### config.mk
export PLATFORM = sky130hd
export DESIGN_NAME = or_event_capture
export DESIGN_NICKNAME = d
export VERILOG_FILES = /design/src/rtl/or_evt_pkg.sv /design/src/rtl/or_event_capture_sync.sv /design/src/rtl/or_event_capture.sv
export SDC_FILE = /design/constraint.sdc
export NUM_CORES = 1
export LEC_CHECK = 0
export BUFFER_PORTS_ARGS = -buffer_cell sky130_fd_sc_hd__buf_4
export CAP_MARGIN = 25
export CORE_MARGIN = 2
export CORE_UTILIZATION = 45
export DETAILED_ROUTE_END_ITERATION = 12
export GPL_ROUTABILITY_DRIVEN = 1
export GPL_TIMING_DRIVEN = 0
export HOLD_SLACK_MARGIN = 0.03
export SYNTH_ARGS = -nofsm -noshare
export SYNTH_HDL_FRONTEND = slang
export SYNTH_HIERARCHICAL = 1
export SYNTH_SLANG_ARGS = --single-unit
### constraint.sdc
create_clock -name clk -period 2.4 [get_ports clk]
set_clock_uncertainty 0.15 [all_clocks]
set_input_delay 0.36 -clock clk [delete_from_list [all_inputs] [get_ports clk]]
set_output_delay 0.36 -clock clk [all_outputs]
set_load 0.005 [all_outputs]
### src/rtl/or_evt_pkg.sv
// Shared definitions for the OR-stage event capture block:
// debounce FSM state encoding and the debounce counter width.
package or_evt_pkg;

  // Debounce FSM states; the encoding is fixed so other tools can decode it.
  typedef enum logic [1:0] {
    ST_LOW    = 2'd0,
    ST_QUAL_H = 2'd1,
    ST_HIGH   = 2'd2,
    ST_QUAL_L = 2'd3
  } dbc_state_t;

  // Width of the debounce counter; covers DB_CYCLES up to 255.
  localparam int DBC_W = 8;

endpackage

### src/rtl/or_event_capture_sync.sv
// Two-flop synchronizer for a single asynchronous bit.
// Both stages reset to 0 so a line that is already high is seen as a fresh rise.
module bit_sync2 (
  input  logic clk,
  input  logic rst_n,
  input  logic i_d,
  output logic o_q
);

  logic r_s1;
  logic r_s2;

  // Shift the raw input through two flops to settle metastability.
  always_ff @(posedge clk or negedge rst_n) begin
    if (!rst_n) begin
      r_s1 <= 1'b0;
      r_s2 <= 1'b0;
    end else begin
      r_s1 <= i_d;
      r_s2 <= r_s1;
    end
  end

  assign o_q = r_s2;

endmodule

### src/rtl/or_event_capture.sv
// Captures qualified rising edges of the OR-stage output line.
// The line is synchronized, debounced into a clean level, and each
// qualified rise is presented as a held event with valid/ack handshake,
// a saturating event count and a sticky lost-event flag.
module or_event_capture
  import or_evt_pkg::*;
#(
  parameter int DB_CYCLES = 4,
  parameter int CNT_W     = 8
) (
  input  logic             clk,
  input  logic             rst_n,
  input  logic             any_in,
  input  logic             evt_ack,
  input  logic             clr,
  output logic             level,
  output logic             evt_valid,
  output logic             evt_lost,
  output logic [CNT_W-1:0] evt_count
);

  // Last qualification count before a level change is accepted.
  localparam logic [DBC_W-1:0] DBC_LAST = DBC_W'(DB_CYCLES - 1);
  localparam logic [CNT_W-1:0] CNT_MAX  = '1;

  logic             w_s2;
  logic             w_rise;
  dbc_state_t       r_state;
  logic [DBC_W-1:0] r_dbc;
  logic             r_level;
  logic             r_valid;
  logic             r_lost;
  logic [CNT_W-1:0] r_count;

  bit_sync2 u_sync (
    .clk   (clk),
    .rst_n (rst_n),
    .i_d   (any_in),
    .o_q   (w_s2)
  );

  // A rise fires on the edge where the high qualification completes; the
  // handshake and counter react on that same edge so they line up with level.
  assign w_rise = (r_state == ST_QUAL_H) && w_s2 && (r_dbc == DBC_LAST);

  // Debounce FSM: a level change needs DB_CYCLES consecutive agreeing samples.
  always_ff @(posedge clk or negedge rst_n) begin
    if (!rst_n) begin
      r_state <= ST_LOW;
      r_dbc   <= '0;
      r_level <= 1'b0;
    end else begin
      case (r_state)
        ST_LOW: begin
          if (w_s2) begin
            r_state <= ST_QUAL_H;
            r_dbc   <= DBC_W'(1);
          end
        end
        ST_QUAL_H: begin
          if (!w_s2) begin
            r_state <= ST_LOW;
          end else if (r_dbc == DBC_LAST) begin
            r_state <= ST_HIGH;
            r_level <= 1'b1;
          end else begin
            r_dbc <= r_dbc + DBC_W'(1);
          end
        end
        ST_HIGH: begin
          if (!w_s2) begin
            r_state <= ST_QUAL_L;
            r_dbc   <= DBC_W'(1);
          end
        end
        ST_QUAL_L: begin
          if (w_s2) begin
            r_state <= ST_HIGH;
          end else if (r_dbc == DBC_LAST) begin
            r_state <= ST_LOW;
            r_level <= 1'b0;
          end else begin
            r_dbc <= r_dbc + DBC_W'(1);
          end
        end
        default: begin
          r_state <= ST_LOW;
          r_dbc   <= '0;
          r_level <= 1'b0;
        end
      endcase
    end
  end

  // Event handshake: a rise wins over a simultaneous ack so the new event is held.
  always_ff @(posedge clk or negedge rst_n) begin
    if (!rst_n) begin
      r_valid <= 1'b0;
    end else if (w_rise) begin
      r_valid <= 1'b1;
    end else if (evt_ack) begin
      r_valid <= 1'b0;
    end
  end

  // Sticky lost flag: a rise arriving over an unacknowledged event; clr wins.
  always_ff @(posedge clk or negedge rst_n) begin
    if (!rst_n) begin
      r_lost <= 1'b0;
    end else if (clr) begin
      r_lost <= 1'b0;
    end else if (w_rise && r_valid && !evt_ack) begin
      r_lost <= 1'b1;
    end
  end

  // Saturating count of qualified rises; clr beats a simultaneous rise.
  always_ff @(posedge clk or negedge rst_n) begin
    if (!rst_n) begin
      r_count <= '0;
    end else if (clr) begin
      r_count <= '0;
    end else if (w_rise && (r_count != CNT_MAX)) begin
      r_count <= r_count + CNT_W'(1);
    end
  end

  assign level     = r_level;
  assign evt_valid = r_valid;
  assign evt_lost  = r_lost;
  assign evt_count = r_count;

endmodule

Word-level counts from Yosys, hierarchy flattened --
Cells that the tools add are included.
Operators by class: eq/ne operators 13, $add $sub $neg 2, multiplexer cells 24, reductions and logical operators 14
Operator list (count):
- $mux 8 | 7
- $pmux 8 s4 | 1
- $add 8x1->8 const B | 2
- $mux 2 | 6
- $eq 8x2->1 const B | 1
- $mux 1 | 8
- $ne 8x8->1 const B | 1
- $pmux 2 s4 | 1
- $reduce_and 4->1 | 2
- $reduce_bool 2->1 | 4
- $ne 2x1->1 const B | 3
- $ne 2x2->1 const B | 3
- $logic_and 1x1->1 | 5
- $reduce_and 5->1 | 1
- $eq 2x2->1 const B | 2
- $ne 3x2->1 const B | 1
- $ne 3x3->1 const B | 1
- $eq 2x1->1 const B | 1
- $logic_not 2->1 | 1
- $pmux 1 s2 | 1
- $logic_not 1->1 | 1
Word-level totals: register bits 23, word-level logic and storage cells 61, output and inout bits 11

Depth between registers and ports, before layout --
depth in word-level cells 7, depth in mapped cells 6, depth with buffers taken out 6

By module --
The synthesis kept the hierarchy.
Modules (own cells, without submodules):
- or_event_capture | instances 1, cells an instance 115, area an instance 1103.6 sq um
- bit_sync2 | instances 1, cells an instance 2, area an instance 50.0 sq um

Worst setup path before layout --
OpenSTA, ideal clock, no wires.
kind reg2reg, from reg r_dbc[0], to reg r_count[5] (netlist: evt_count[5]), data required time 2172 ps, stages on the path, launching flop included 6, clock period less this slack 1842 ps, setup slack 558 ps, path buffers 0, data arrival time 1614 ps, cell sequence dfrtp_1 ha_1 and4bb_2 nand4b_4 or4_1 a21oi_1
Between the ends: word-level cells in the longest chain between the ends 4
RTL lines:
- start: declaration | line or_event_capture.sv:29 | logic [DBC_W-1:0] r_dbc;
- start signal: assignment | line or_event_capture.sv:67 | r_dbc <= r_dbc + DBC_W'(1);
- start signal: assignment | line or_event_capture.sv:83 | r_dbc <= r_dbc + DBC_W'(1);
- $eq 8x2->1 | line or_event_capture.sv:44 | assign w_rise = (r_state == ST_QUAL_H) && w_s2 && (r_dbc == DBC_LAST);
- $logic_and 1x1->1 | line or_event_capture.sv:44
- $logic_and 1x1->1 | line or_event_capture.sv:123 | end else if (w_rise && (r_count != CNT_MAX)) begin
- $reduce_bool 2->1 (no source line)
- end signal: assignment | line or_event_capture.sv:124 | r_count <= r_count + CNT_W'(1);
- end: declaration | line or_event_capture.sv:33 | logic [CNT_W-1:0] r_count;
No other way between the ends. A chain may end at the register's enable or synchronous reset.

Worst setup path in the final report --
from reg r_dbc[0], to reg r_count[2] (netlist: evt_count[2])
Same word-level chain as after synthesis.

==> run metrics <==
RSZ-0062 raised after global routing false; first-pass GRT wire length 3.87 mm; worst r2r path cells 6; Overflow after GRT 0; Cell Pwr Density 717 nW/um2; Post-Route WL 2.31 mm; Post-Syn Instances 117; synthesized-area fraction occupied by adder cells 2.17%; syn nets 124; compound-gate portion of the synthesized area 17.5%; wire length per cell 13.9 um; core area 2450 um2; hold path cells 2; multiplexer share of the synthesized area 1.84%; most frequent cells in the layout 23 x dfrtp_1, 14 x buf_4, 11 x nand2_1, 10 x a21oi_1, 10 x o21ai_0; RR Startpoint r_dbc[0]$_DFFE_PN0P_; Post-Synthesis Cell Area 1150 um2; Placed Cells incl. Taps 161; layout cell share with drive strength beyond 1 16.1%; pre-CTS setup slack 0.350 ns; CTS tree built; drt first pass iters 4; Worst Tran Pin Value 0.721 ns; die width 54.6 um; # diodes 0; Clk Tree Root Cell clkbuf_4; max incr delay on CP 0.41 ns; top cell type's share of synthesized area 49.9%; Slew Limit Fails 0; htree depth 1; Pleak 0.000561 uW; Vias 960; Slew Limit Headroom 51.6%; Final GP Congestion 0.730; hold path endpoint evt_valid$_DFFE_PN0P_; Critical Path Fanout Max 10; DRT iter0 DRCs 13; Synth cell types 32; Row Count 18; Post-DRT Antenna Nets 0; Max stage delay cell, worst path dfrtp_1; # DRC 0; Hold Startpoint evt_ack; CP delay by family, top simple AND/OR/NAND/NOR gates; hpwl dp 1.55 mm; FF-to-FF setup slack 0.30 ns; non-filler cells, final 167; worst hold margin 0.0732 ns; outcome finished, final reports clean; largest family of logic cells by synthesized area simple AND/OR/NAND/NOR gates; post-synthesis xor/xnor area fraction 0.759%; Cell Chain, Critical Path ha_1 -> and4bb_2 -> nand4b_4 -> clkbuf_1 -> o31ai_1 -> a21oi_1; r2r endpoint evt_count[2]$_DFFE_PN0P_; WP data arrival 2.14 ns; area added between synthesis and finish 16.4%; Fin. Hold Viols 0; top cells by area in the synthesized netlist dfrtp_1 50%, a21oi_1 4.3%, o21ai_0 4.3%; Syn. warnings 6; Synth async-reset ratio 100%; Tmin final 2.10 ns; Initial Utilization 47.0%; DIE AREA 2980 um2; Clock Latency Late Sink 0.31 ns; worst vdd rail ir drop 0.615 mV; pin count of the biggest net entering global routing 24; Sum Neg Setup Slack 0 ns; most area-hungry cell type in the Yosys netlist dfrtp_1; post-synthesis sequential area ratio 49.9%; post-DR vias/cell 5.75; number of synthesized register bits 23; Post-synth top flop dfrtp_1; achievable clock frequency 0.477 GHz; CP bufs+invs 1; Final WS setup 0.302 ns; Ports 16; post-synthesis simple-gate area fraction 24.5%; Max-cap violations 0; Critical Path End Type flip-flop; clk buf depth 2; Post-synth EDFFs 0; Final nets 145; CTS-repair resized insts 0; vias in the first global route 829; # setup viols final 0; critical path required time 2.44 ns; commonest non-fill, non-tap cell in the layout dfrtp_1; die height 54.6 um; Fill cells 233; Setup Crit Path Kind flip-flop to flip-flop; type of the worst min-delay path input pin to flip-flop; I/O Buffers 14; period utilization 87.4%; CTS clock-pin slew for the worst setup and hold paths 0.13 ns; antenna violations before repair 0; Mean Syn Cell Area 9.86 um2; total track usage 18.2%; Startpoint Class flip-flop; TritonCTS Sinks 23; cts bufs inserted 3; Critical Path Stages 6
-- power breakdown --
| part | total, uW | switching [uW] | internal (uW) |
|---|---|---|---|
| sequential | 495 | 53.2 | 441 |
| combinational | 286 | 169 | 118 |
| clock | 181 | 116 | 64.9 |
| total | 962 | 338 | 624 |
-- stage by stage --
step                      power, uW  cell area (um2)  util (%)
after global routing           1030             1340      54.7
after CTS                       972             1340      54.7
after floorplan                 705             1150         -
final                           962             1340      54.7
after global placement          775             1300      52.8
after detailed placement        787             1300      52.8
-- flip-flops by register name, indices dropped and copies added, names as in the netlist, named ones only --
name         cells
level            1
evt_lost         1
u_sync/o_q       1
evt_valid        1
evt_count        8
r_dbc            8
r_state          1
u_sync/r_s1      1
-- repair_timing --
item                                   in CTS  in global routing
hold buffers                                2                  0
buffers inserted                            0                  0
endpoints found under the hold margin      24                  0
-- cell usage after synthesis (2+ instances only) --
| cell | instances |
|---|---|
| or3_1 | 4 |
| inv_1 | 6 |
| and3_1 | 3 |
| or4_1 | 5 |
| clkbuf_1 | 2 |
| o31ai_1 | 6 |
| nand2_1 | 11 |
| nand3_1 | 9 |
| nor3_1 | 2 |
| ha_1 | 2 |
| a21oi_1 | 10 |
| o41ai_1 | 2 |
| o21ai_0 | 10 |
| nor2_1 | 5 |
| dfrtp_1 | 23 |
-- routing by layer --
metal	global-route usage, %	wire [um]	vias up
li1	-	-	472
met1	27.6	1180	466
met2	25.0	1020	18
met3	2.46	76	4
met4	8.75	38	0
met5	0	0	-
-- cells by family after synthesis --
| group | count (synthesis) |
|---|---|
| flip-flops | 23 |
| XOR/XNOR | 1 |
| multiplexers | 2 |
| AND/OR/NAND/NOR | 46 |
| buffers and inverters | 10 |
| adder cells (fa/ha/maj) | 2 |
| AO/OA/AOI/OAI | 33 |
-- worst max-delay path by stage --
| stage | from | end |
|---|---|---|
| final | r_dbc[0]$_DFFE_PN0P_ | evt_count[2]$_DFFE_PN0P_ |
| after global routing | r_dbc[4]$_DFFE_PN0P_ | evt_count[2]$_DFFE_PN0P_ |
| after CTS | r_dbc[4]$_DFFE_PN0P_ | evt_count[2]$_DFFE_PN0P_ |
| after detailed placement | r_dbc[0]$_DFFE_PN0P_ | evt_count[6]$_DFFE_PN0P_ |
| after global placement | r_dbc[4]$_DFFE_PN0P_ | evt_count[4]$_DFFE_PN0P_ |
| after floorplan | r_dbc[0]$_DFFE_PN0P_ | evt_count[5]$_DFFE_PN0P_ |
-- final cells by class --
class                           count  area, um2  share of cell area (%)
Buffer                              4       16.3                    1.21
Inverter                            6       22.5                    1.68
Clock buffer                        4       26.3                    1.96
Timing Repair Buffer               16        125                    9.32
Sequential cell                    23        576                    42.9
Multi-Input combinational cell     84        539                    40.2
Tap cell                           30       37.5                    2.80
No activity file was read; power rests on OpenSTA's default activity.
